<file path="config.mk">
export PLATFORM = sky130hd
export DESIGN_NAME = pong_game_ctrl_flat
export DESIGN_NICKNAME = d
export VERILOG_FILES = /design/src/rtl/pong_pkg.sv /design/src/rtl/pong_game_ctrl_if.sv /design/src/rtl/bcd2_counter.sv /design/src/rtl/pong_game_ctrl.sv /design/src/flat_wrapper.sv
export SDC_FILE = /design/constraint.sdc
export NUM_CORES = 1
export LEC_CHECK = 0
export ABC_CLOCK_PERIOD_IN_PS = 3490
export BUFFER_PORTS_ARGS = -buffer_cell sky130_fd_sc_hd__clkbuf_2
export CORE_AREA = 2 2 71 73
export CTS_CLUSTER_DIAMETER = 60
export DETAILED_ROUTE_END_ITERATION = 10
export DIE_AREA = 0 0 73 75
export HOLD_SLACK_MARGIN = 0.02
export SYNTH_ARGS = -nofsm -noshare
export SYNTH_HDL_FRONTEND = slang
export SYNTH_SLANG_ARGS = --single-unit
</file>
<file path="constraint.sdc">
create_clock -name clk -period 3.49 [get_ports clk]
set_clock_uncertainty 0.05 [all_clocks]
set_input_delay 0.698 -clock clk [delete_from_list [all_inputs] [get_ports clk]]
set_output_delay 0.698 -clock clk [all_outputs]
set_load 0.01 [all_outputs]
</file>
<file path="src/rtl/pong_pkg.sv">
// Shared types and constants for the pong game-state sequencer.
// Contents: state encoding, on-screen text codes, default timing/lives
// constants, and the state -> text mapping used by the controller.
package pong_pkg;

   typedef enum logic [1:0] {
      NEWGAME = 2'd0,
      PLAY    = 2'd1,
      NEWBALL = 2'd2,
      OVER    = 2'd3
   } state_t;

   localparam logic [1:0] TXT_NONE    = 2'b00;
   localparam logic [1:0] TXT_START   = 2'b01;
   localparam logic [1:0] TXT_NEWBALL = 2'b10;
   localparam logic [1:0] TXT_OVER    = 2'b11;

   localparam int DEFAULT_LIVES        = 3;
   localparam int DEFAULT_DELAY_FRAMES = 120;

   function automatic logic [1:0] text_for(state_t s);
      case (s)
         NEWGAME: return TXT_START;
         PLAY:    return TXT_NONE;
         NEWBALL: return TXT_NEWBALL;
         default: return TXT_OVER;
      endcase
   endfunction

endpackage

</file>
<file path="src/rtl/pong_game_ctrl_if.sv">
// Signal bundle between the pixel generator and the game-state sequencer.
//   frame_tick, start, hit, miss : renderer/board -> controller events
//   game_still, ball_reset       : controller -> renderer motion control
//   score_tens/ones, lives       : controller -> renderer score display
//   text_sel, ball_speed         : controller -> renderer text/speed select
// master = renderer side, slave = controller side.
interface pong_game_ctrl_if;
   logic       frame_tick;
   logic       start;
   logic       hit;
   logic       miss;
   logic       game_still;
   logic       ball_reset;
   logic [3:0] score_tens;
   logic [3:0] score_ones;
   logic [1:0] lives;
   logic [1:0] text_sel;
   logic [1:0] ball_speed;

   modport master (
      output frame_tick, start, hit, miss,
      input  game_still, ball_reset, score_tens, score_ones, lives, text_sel, ball_speed
   );

   modport slave (
      input  frame_tick, start, hit, miss,
      output game_still, ball_reset, score_tens, score_ones, lives, text_sel, ball_speed
   );
endinterface

</file>
<file path="src/rtl/bcd2_counter.sv">
// Two-digit BCD score counter, 00..99, saturating at 99.
//   clk, reset : clock, async active-low reset (clears to 00)
//   clr        : synchronous clear, wins over inc
//   inc        : add one
//   tens, ones : BCD digits (registered)
//   carry      : high in the cycle whose inc will bump the tens digit
module bcd2_counter (
   input  logic       clk,
   input  logic       reset,
   input  logic       clr,
   input  logic       inc,
   output logic [3:0] tens,
   output logic [3:0] ones,
   output logic       carry
);

   logic at_max;

   assign at_max = (tens == 4'd9) && (ones == 4'd9);
   assign carry  = inc && !clr && !at_max && (ones == 4'd9);

   always_ff @(posedge clk or negedge reset) begin
      if (!reset) begin
         tens <= 4'd0;
         ones <= 4'd0;
      end else if (clr) begin
         tens <= 4'd0;
         ones <= 4'd0;
      end else if (inc && !at_max) begin
         if (ones == 4'd9) begin
            ones <= 4'd0;
            tens <= tens + 4'd1;
         end else begin
            ones <= ones + 4'd1;
         end
      end
   end

endmodule

</file>
<file path="src/rtl/pong_game_ctrl.sv">
// Game-state sequencer for the VGA pong datapath.
//   clk   : system clock
//   reset : asynchronous active-low reset
//   bus   : pong_game_ctrl_if.slave (events in, freeze/score/lives/text out)
// Optional macro SCORE_SPEEDUP_EN: ball_speed steps up with every tens-digit
// increment (saturating at 3); when undefined ball_speed is tied to 0.
//
//   state   | meaning
//   --------+-----------------------------------------------------------
//   NEWGAME | start screen, frozen, waiting for a start rise
//   PLAY    | ball live; hit scores, miss costs a life
//   NEWBALL | frozen for DELAY_FRAMES ticks, then re-centre and play
//   OVER    | frozen for DELAY_FRAMES ticks showing final score, then NEWGAME
module pong_game_ctrl
   import pong_pkg::*;
#(
   parameter int LIVES        = DEFAULT_LIVES,
   parameter int DELAY_FRAMES = DEFAULT_DELAY_FRAMES
) (
   input  logic             clk,
   input  logic             reset,
   pong_game_ctrl_if.slave  bus
);

   localparam logic [7:0] TIMER_LOAD = 8'(DELAY_FRAMES - 1);
   localparam logic [1:0] LIVES_INIT = 2'(LIVES);

   state_t     state, state_nxt;
   logic [7:0] timer, timer_nxt;
   logic [1:0] lives_q, lives_nxt;
   logic       start_d;
   logic       start_rise;
   logic       ball_reset_q, ball_reset_nxt;
   logic       game_still_q;
   logic [1:0] text_sel_q;
   logic       score_clr, score_inc, tens_carry;
   logic [3:0] tens, ones;

   // start_d resets to 1 so a button held through reset is not a rise
   assign start_rise = bus.start && !start_d;

   always_comb begin
      state_nxt      = state;
      timer_nxt      = timer;
      lives_nxt      = lives_q;
      ball_reset_nxt = 1'b0;
      score_clr      = 1'b0;
      score_inc      = 1'b0;
      case (state)
         NEWGAME: begin
            if (start_rise) begin
               state_nxt      = PLAY;
               lives_nxt      = LIVES_INIT;
               score_clr      = 1'b1;
               ball_reset_nxt = 1'b1;
            end
         end
         PLAY: begin
            // miss has priority; a simultaneous hit is dropped
            if (bus.miss) begin
               lives_nxt = lives_q - 2'd1;
               timer_nxt = TIMER_LOAD;
               state_nxt = (lives_q == 2'd1) ? OVER : NEWBALL;
            end else if (bus.hit) begin
               score_inc = 1'b1;
            end
         end
         NEWBALL, OVER: begin
            if (bus.frame_tick) begin
               if (timer == 8'd0) begin
                  state_nxt      = (state == NEWBALL) ? PLAY : NEWGAME;
                  ball_reset_nxt = (state == NEWBALL);
               end else begin
                  timer_nxt = timer - 8'd1;
               end
            end
         end
         default: state_nxt = NEWGAME;
      endcase
   end

   always_ff @(posedge clk or negedge reset) begin
      if (!reset) begin
         state        <= NEWGAME;
         timer        <= 8'd0;
         lives_q      <= LIVES_INIT;
         start_d      <= 1'b1;
         ball_reset_q <= 1'b0;
         game_still_q <= 1'b1;
         text_sel_q   <= TXT_START;
      end else begin
         state        <= state_nxt;
         timer        <= timer_nxt;
         lives_q      <= lives_nxt;
         start_d      <= bus.start;
         ball_reset_q <= ball_reset_nxt;
         game_still_q <= (state_nxt != PLAY);
         text_sel_q   <= text_for(state_nxt);
      end
   end

   bcd2_counter u_score (
      .clk   (clk),
      .reset (reset),
      .clr   (score_clr),
      .inc   (score_inc),
      .tens  (tens),
      .ones  (ones),
      .carry (tens_carry)
   );

`ifdef SCORE_SPEEDUP_EN
   logic [1:0] speed_q;

   always_ff @(posedge clk or negedge reset) begin
      if (!reset) begin
         speed_q <= 2'd0;
      end else if (score_clr) begin
         speed_q <= 2'd0;
      end else if (tens_carry && (speed_q != 2'd3)) begin
         speed_q <= speed_q + 2'd1;
      end
   end

   assign bus.ball_speed = speed_q;
`else
   logic speed_unused;

   assign speed_unused   = tens_carry;
   assign bus.ball_speed = 2'd0;
`endif

   assign bus.game_still = game_still_q;
   assign bus.ball_reset = ball_reset_q;
   assign bus.score_tens = tens;
   assign bus.score_ones = ones;
   assign bus.lives      = lives_q;
   assign bus.text_sel   = text_sel_q;

endmodule

</file>
<file path="src/flat_wrapper.sv">
// flat-port wrapper written by rule: the top's interface ports become plain ports
module pong_game_ctrl_flat import pong_pkg::*;
#(
   parameter int LIVES        = DEFAULT_LIVES,
   parameter int DELAY_FRAMES = DEFAULT_DELAY_FRAMES
)
  (clk, reset, bus_frame_tick, bus_start, bus_hit, bus_miss, bus_game_still, bus_ball_reset, bus_score_tens, bus_score_ones, bus_lives, bus_text_sel, bus_ball_speed);
  pong_game_ctrl_if bus_i ();
  input  logic clk;
  input  logic reset;
  input wire logic [$bits(bus_i.frame_tick)-1:0] bus_frame_tick;
  input wire logic [$bits(bus_i.start)-1:0] bus_start;
  input wire logic [$bits(bus_i.hit)-1:0] bus_hit;
  input wire logic [$bits(bus_i.miss)-1:0] bus_miss;
  output wire logic [$bits(bus_i.game_still)-1:0] bus_game_still;
  output wire logic [$bits(bus_i.ball_reset)-1:0] bus_ball_reset;
  output wire logic [$bits(bus_i.score_tens)-1:0] bus_score_tens;
  output wire logic [$bits(bus_i.score_ones)-1:0] bus_score_ones;
  output wire logic [$bits(bus_i.lives)-1:0] bus_lives;
  output wire logic [$bits(bus_i.text_sel)-1:0] bus_text_sel;
  output wire logic [$bits(bus_i.ball_speed)-1:0] bus_ball_speed;
  assign bus_i.frame_tick = bus_frame_tick;
  assign bus_i.start = bus_start;
  assign bus_i.hit = bus_hit;
  assign bus_i.miss = bus_miss;
  assign bus_game_still = bus_i.game_still;
  assign bus_ball_reset = bus_i.ball_reset;
  assign bus_score_tens = bus_i.score_tens;
  assign bus_score_ones = bus_i.score_ones;
  assign bus_lives = bus_i.lives;
  assign bus_text_sel = bus_i.text_sel;
  assign bus_ball_speed = bus_i.ball_speed;
  pong_game_ctrl #(.LIVES(LIVES), .DELAY_FRAMES(DELAY_FRAMES)) u_core (.clk(clk), .reset(reset), .bus(bus_i));
endmodule
</file>
==> summary by stage, run 1 <==
Routing
The pre-antenna-repair detailed-routing pass consisted of 4 iterations. Once detail routing completed, the nets flagged for antenna violations numbered 0. In the routed design, unresolved DRC markers number 0. The via-per-instance ratio is 4.93. In this run, the number of DRC markers left after iteration 0 of detailed routing was 20. Detailed routing inserted a total of 990 vias. The average wire per cell in the routed design is 12.5 µm. The total length of routed wires is 2.52 mm.

Worst setup path
In this run the number of cells on the critical path is 8. On the worst path, the slowest cell contributes a delay of 0.41 ns. In this run the critical register-to-register path is launched from u_core.timer[1]$_DFFE_PN0P_. The nature of the critical path startpoint is a flop. The arrival time at the worst endpoint is 2.57 ns.

The critical-path cell with the highest stage delay is dfrtp_1. Broken down by cell family, the worst path's largest delay share belongs to simple AND/OR/NAND/NOR gates. The critical setup path kind is flop to flop. STA classifies the critical path endpoint as a flop. Along the worst path, the maximum fanout reaches 4. In this design, the critical path's most frequently occurring cell is ha_1.

The worst path buffer plus inverter count is 1. Walking the worst path, the cells encountered are inv_1, ha_1, nor3b_1, nand3_1, a311oi_1, o31ai_1, ha_1, or2_2. The number of cell instances on the worst register-to-register path is 8. The critical path starts at u_core.timer[1]$_DFFE_PN0P_. The worst endpoint required time is 3.59 ns.

CTS
TritonCTS created 3 clock buffers. The longest clock path from root to sink contains 2 buffers. Hold repair after CTS inserted 0 buffers. The clock tree root driver cell is clkbuf_8.

The clock reaches the later pin of the worst-skew pair after 0.26 ns. The number of buffers inserted to repair setup after CTS is 0. The TritonCTS sink count is 25.

The clock tree from TritonCTS is built. In this run the number of H-tree levels came out at 1. The number of gates resized after cts is 0. After clock tree synthesis, the clock-pin slew on the worst setup and hold paths is 0.09 ns.

Power
The power density of the placed cells is 607 mW/mm². Overall power consumption after layout is estimated at 937 µW. The worst-case vdd ir drop is 0.419 mV. In this run the static leakage power is 0.709 nW.

Timing
The number of slew-limit violations in the final report is 0. In this run the tightest slew margin relative to its limit is 0.436. The post-route setup TNS is 0 ns.

The final number of hold-violating endpoints is 0. Setup repair after global routing left no endpoint under its margin. The upper clock frequency limit is 406 MHz. Dividing the final minimum period by the clock period gives 0.706.

The setup violation total in the final timing report is 0. The measured slew at the worst slew-check pin is 0.846 ns. The final critical-path required period is 2.46 ns.

Synthesis
The distinct cell type count after synthesis is 45. The number of flops mapped to enable cells by yosys is 0. Sorting the synthesized cells by area gives the leading types as dfrtp_1, dfstp_2, ha_1, a21oi_1, nand2_1.

In this run, synthesis produced a sequential element count of 25. Among all flip-flop cells after synthesis, the most frequent one is dfrtp_1. After synthesis, the mean cell area works out to 10.6 µm². During synthesis, Yosys emitted a total of 0 warnings. The mapped netlist covers 0.00137 mm².

For this run, the register share of the synthesized area comes to 0.460. Ranked by instance count, the synthesized netlist is headed by dfrtp_1, a21oi_1, ha_1, nand2_1, nor2_1. Yosys instantiated no cell more often than dfrtp_1. After synthesis, the share of flip-flops with an asynchronous set or reset is 1.00. Of the post-synthesis cell area, the dominant cell type holds 0.364.

dfrtp_1 takes more of the synthesized area than any other cell. The cell count after synthesis is 129.

Layout
The area added between synthesis and finish is 12.3%. The antenna diode count is 0. The final net count is 163.

The final non-filler cell area is 0.00154 mm². The number of standard cells in the layout, taps in and fillers out is 201. The share of layout cells above drive strength 1 is 0.238.

Global route
The initial antenna violation count was 0. The combined global-route utilization of all metal layers is 0.103. The first-pass GRT wire length is 4.31 mm. The overall overflow remaining after global route is 0. The via count of the first global-routing pass is 909. Entering global routing, the biggest net connects 26 pins.

Floorplanning
The horizontal die dimension is 73 µm. In this run the vertical extent of the chip is 75 µm. 22 I/O pins were placed.

The floorplan row count is 25. The effective utilization at floorplan is 0.295. The die covers 0.00548 mm². The total core area is 0.00466 mm².

Place
The final weighted congestion in routability-driven placement is 0.702. The number of cells after detailed placement is 197. The placement-stage cell area is 0.00150 mm². The sum of net half-perimeters after detailed placement is 1.81 mm. The number of I/O port buffers is 19.

Run
The max-cap check violation count is 0.

Min path
The class of the tightest hold or removal check is primary input to async pin.

Status
The run finished with clean final reports.
## power by group
group | internal, mW | switching (mW)
logic | 0.130 | 0.150
registers | 0.381 | 0.106
clock network | 0.0816 | 0.0886
## cell type report
type                    instances  area, µm²
clock buffers                   4       45.0
fillers                       460       3120
multi-input cells              92        677
repair buffers                 19       95.1
flip-flops and latches         25        632
well taps                      54       67.6
inverters                       7       26.3
## layer usage
metal  up-vias  share of wire  global-route usage
li1        500              -                   -
met1       475           0.50               0.143
met2        11           0.46               0.160
met3         4          0.024              0.0147
met4         0          0.012              0.0432
met5         -              0                   0
## state kept, by name, indices dropped and copies added, names as in the netlist
register,flops
u_core.bus.game_still,1
u_core.timer,8
u_core.bus.lives,2
u_core.u_score.tens,4
u_core.u_score.ones,4
u_core.bus.ball_reset,1
u_core.bus.text_sel,2
u_core.start_d,1
u_core.state,2
## placed cells by master (no fill, tap or decap), drive strengths merged, types with 3 or more instances in the layout
cell type,Yosys,final
nand2,9,9
inv,7,7
o21ai,4,4
nor2,8,8
nand3,5,5
dfstp,5,5
xor2,3,3
dfrtp,20,20
clkbuf,1,23
ha,9,9
and3,3,3
a21oi,9,9
nand2b,3,3
## per-stage QoR
stage	setup WS (ns)	util	hold WS, ns
after global routing	0.822	0.331	0.436
after detailed placement	1.08	0.321	0.446
final	1.03	0.331	0.384
after global placement	1.07	0.321	0.454
after floorplan	1.34	-	0.352
after CTS	1.03	0.331	0.407
## final timing paths
| kind | end | slack, ns |
|---|---|---|
| hold reg to reg | u_core.bus.lives[1]$_DFFE_PN1P_ | 0.46 |
| max in group asynchronous | u_core.u_score.ones[0]$_DFFE_PN0P_ | 2.60 |
| hold / removal | u_core.u_score.tens[2]$_DFFE_PN0P_ | 0.38 |
| min in group clk | u_core.bus.lives[1]$_DFFE_PN1P_ | 0.46 |
| setup reg to reg | u_core.bus.text_sel[1]$_DFF_PN0_ | 1.03 |
| setup / recovery | u_core.bus.text_sel[1]$_DFF_PN0_ | 1.03 |
## cells by family (layout without fill, tap and decap cells)
logic type      Yosys count  in the layout  share of synthesized area
simple gates             48             48                      0.236
fa+ha+maj                 9              9                     0.0820
buf+inv                  13             30                     0.0501
mux                       2              2                     0.0146
other cells               1              2                    0.00273
xor+xnor                  3              3                     0.0191
flops                    25             25                      0.460
compound gates           28             28                      0.136
Power figures use the tool's default switching activity.
==> run 2: changes to the inputs <==
ABC_AREA = 1   (was not set)
ABC_CLOCK_PERIOD_IN_PS = 2000   (was 3490)
CORE_AREA = 2 2 74 76   (was 2 2 71 73)
DIE_AREA = 0 0 76 78   (was 0 0 73 75)
clock period = 2 ns   (was 3.49 ns; I/O delays follow)
==> run 2 against run 1 <==
Compared with the run above: maximum frequency grew 31%; power grew 130%; worst hold slack lost 0.31 ns; wire length grew 7.3%; first-iteration DRC count grew 55%; synthesized cell count grew 36%; via count grew 19%; critical path depth grew 1; critical path type unchanged; critical endpoint unchanged.
==> summary by stage, run 2 <==
Synthesis
In the synthesized netlist, the cells that appear most often are nand2_1, dfrtp_1, inv_1, nand3_1, nor2_1. The share of the Yosys chip area taken by registers is 0.427. Yosys attributes the largest share of cell area to dfrtp_1, nand2_1, dfstp_2, ha_1, nand3_1.

Yosys instantiated no cell more often than nand2_1. The most common flop cell mapped by yosys is dfrtp_1. The number of flops mapped to enable cells by yosys is 0. The fraction of post-synthesis cell area in the top cell type by area is 0.338. Counting flops and latches in the post-synthesis netlist gives 25. The synthesized area per cell is 8.42 µm². The area of the mapped netlist is 0.00148 mm².

The warning count from the yosys run is 0. The synthesized netlist contains 28 unique library cells. The async set-or-reset flop fraction in the synthesized netlist is 1.00. The cell count after synthesis is 176. Of all cell types, the one taking the most synthesized area is dfrtp_1.

Timing
The remaining max-slew budget at the tightest pin is 0.586. The final number of hold-violating endpoints is 0. At the pin with the least slew margin, the transition time is 0.621 ns. The number of slew-limit violations in the final report is 0.

The smallest setup slack after layout is 0.118 ns. The upper clock frequency limit is 531 MHz. Setup violations remaining at the end of the flow were counted as 0. Hold timing on the final database bottoms out at a slack of 0.0776 ns. The final critical-path required period is 1.88 ns.

The post-route setup TNS is 0 ns. Of the available clock period, the critical path in the final layout requires 0.941.

Global route
The initial antenna violation count was 0. Entering global routing, the biggest net connects 26 pins. The first global-routing pass estimated 4.75 mm of wire.

The combined global-route utilization of all metal layers is 0.0974. The overall overflow remaining after global route is 0. The via count of the first global-routing pass is 1094.

Floorplanning
For this configuration, the core starts out at a cell density of 0.294. The total core area is 0.00504 mm². The floorplan has 26 rows. The area of the die is 0.00593 mm². In this run the vertical extent of the chip is 78 µm. The horizontal die dimension is 76 µm. 22 I/O pins were placed.

Status
The flow ran to the end, and the final reports show no timing, DRC or antenna violations.

Layout
The final-layout fill cell count is 548. The antenna diode count is 0. The top cell types in the final layout, fill and taps aside, are nand2_1, dfrtp_1, clkbuf_2.

The share of layout cells above drive strength 1 is 0.265. Ranked by flip-flop count, first place goes to u_core.timer. The largest registers in the layout are u_core.timer (8), u_core.u_score.ones (4), u_core.u_score.tens (4). The most common library cell in the layout ignoring fill and taps is nand2_1. At the end of the flow the core is filled with cells to 0.344. After the last flow step, the layout net total stands at 216. The area added between synthesis and finish is 17.0%. The number of flip-flops in the largest register is 8.

Worst setup path
Data on the critical path arrives at its endpoint at 1.99 ns. The worst path buffer plus inverter count is 2. The signal on the critical path passes through inv_1, ha_4, nand2_1, nor3_2, nor2_1, nor2_1, inv_1, ha_1, or2_2. The largest single stage delay on the critical path is 0.40 ns. The slowest stage of the critical path belongs to the cell dfrtp_1.

The worst endpoint required time is 2.11 ns. The nature of the critical path endpoint is a flop. The nature of the critical path startpoint is a flop. The family with the most delay on the worst path is simple AND/OR/NAND/NOR gates. The biggest fanout along the worst timing path is 5. The critical setup path kind is flop to flop.

CTS
The maximum clock insertion buffer count is 2. The clock tree from TritonCTS is built. The number of levels in the clock H-tree is 1. The CTS buffer count is 3. In this run, post-CTS hold repair placed 0 buffers. The tree built by TritonCTS fans out to 25 sinks. The insertion delay to the later sink of the worst-skew pair is 0.27 ns. The clock edge transition at the registers on the reported setup and hold paths is 0.09 ns. The clock tree root driver cell is clkbuf_8.

Routing
The via-per-instance ratio is 4.37. In this run the remaining antenna-violating nets after routing total 0. Summing over every cut layer, the via total after detailed routing is 1180.

The residual DRC count is 0. The number of design-rule violations left by the first detailed-router iteration is 31. The average wire per cell in the routed design is 10.0 µm.

The detailed-routing iteration count for the pre-antenna-repair pass is 4. After detailed routing, the total wire length is 2.71 mm.

Power
The power density of the placed cells is 1230 mW/mm². The leakage power summed over all cells is 0.904 nW. The worst-case vdd ir drop is 0.581 mV.

Place
The pre-CTS setup slack is -0.000477 ns. The sum of net half-perimeters after detailed placement is 2.09 mm. At the end of routability-driven placement, the weighted congestion stood at 0.737.

Buffers placed on the I/O ports in this run total 19.

Run
The max-cap check violation count is 0.

Min path
The class of the tightest hold or removal check is primary input to async pin.
run 2: cell types whose count changed in the layout (fill, tap and decap cells not counted), sizes merged, moves of 3 or more:
cell,delta
nand2,+44
nand3,+12
o21ai,+9
buf,+4
inv,+13
a21oi,-7
nor2,+7
nand2b,-3
run 2: through the flow:
| stage | instance area [µm²] | power, mW | std cells |
|---|---|---|---|
| finish | 1730 | 2.13 | 270 |
| global route | 1730 | 2.35 | 270 |
| CTS | 1700 | 2.09 | 268 |
| detailed placement | 1650 | 1.78 | 264 |
| global placement | 1650 | 1.75 | 264 |
| floorplan | 1490 | 1.53 | 177 |
run 2: layout make-up:
type                    count  area (µm²)  share of cell area
flip-flops and latches     25         632               0.365
clock inverters             1        5.00             0.00289
inverters                  20        82.6              0.0477
clock buffers               3        41.3              0.0238
well taps                  70        87.6              0.0505
repair buffers             23         125              0.0722
multi-input cells         128         759               0.438
run 2: where the power goes:
group / total [mW] / switching (mW) / internal (mW) / leakage, nW
sequential: 0.873 / 0.175 / 0.698 / 0.303
combinational: 0.955 / 0.544 / 0.411 / 0.575
clock: 0.302 / 0.162 / 0.140 / 0.0255
total: 2.13 / 0.881 / 1.25 / 0.904
run 2: kinds of logic after synthesis:
kind of cell               count (synthesis)  share of synthesized area
buffers and inverters                     24                     0.0811
other                                      1                    0.00253
xor gates and xnor gates                   5                     0.0296
adders and majority gates                  9                     0.0760
AOI/OAI and AO/OA                         18                     0.0752
DFF                                       25                      0.427
and+or+nand+nor                           94                      0.309
run 2: what timing repair did:
| action | 4_1_cts | 5_1_grt |
|---|---|---|
| endpoints found under the hold margin | 0 | 0 |
| setup endpoints to repair | 1 | 1 |
| buffers inserted | 0 | 2 |
| resized for setup | 1 | 5 |
| gates cloned | 0 | 0 |
| pin swaps | 0 | 4 |
run 2: final timing paths:
| check | end | start | depth (start not counted) | slack, ns |
|---|---|---|---|---|
| min in group clk | u_core.start_d$_DFF_PN1_ | bus_start | 1 | 0.19 |
| worst min register to register | u_core.timer[1]$_DFFE_PN0P_ | u_core.timer[1]$_DFFE_PN0P_ | 2 | 0.46 |
| worst max register to register | u_core.bus.text_sel[1]$_DFF_PN0_ | u_core.timer[1]$_DFFE_PN0P_ | 9 | 0.12 |
| worst max-delay path | u_core.bus.text_sel[1]$_DFF_PN0_ | u_core.timer[1]$_DFFE_PN0P_ | 9 | 0.12 |
| max in group asynchronous | u_core.u_score.ones[0]$_DFFE_PN0P_ | reset | 1 | 1.42 |
| worst min-delay path | u_core.u_score.tens[3]$_DFFE_PN0P_ | reset | 1 | 0.08 |
run 2: layer usage:
layer / vias to the layer above / track usage / share of wire
li1: 604 / - / -
met1: 552 / 0.123 / 0.48
met2: 19 / 0.168 / 0.48
met3: 5 / 0.0105 / 0.028
met4: 0 / 0.0436 / 0.016
met5: - / 0 / 0
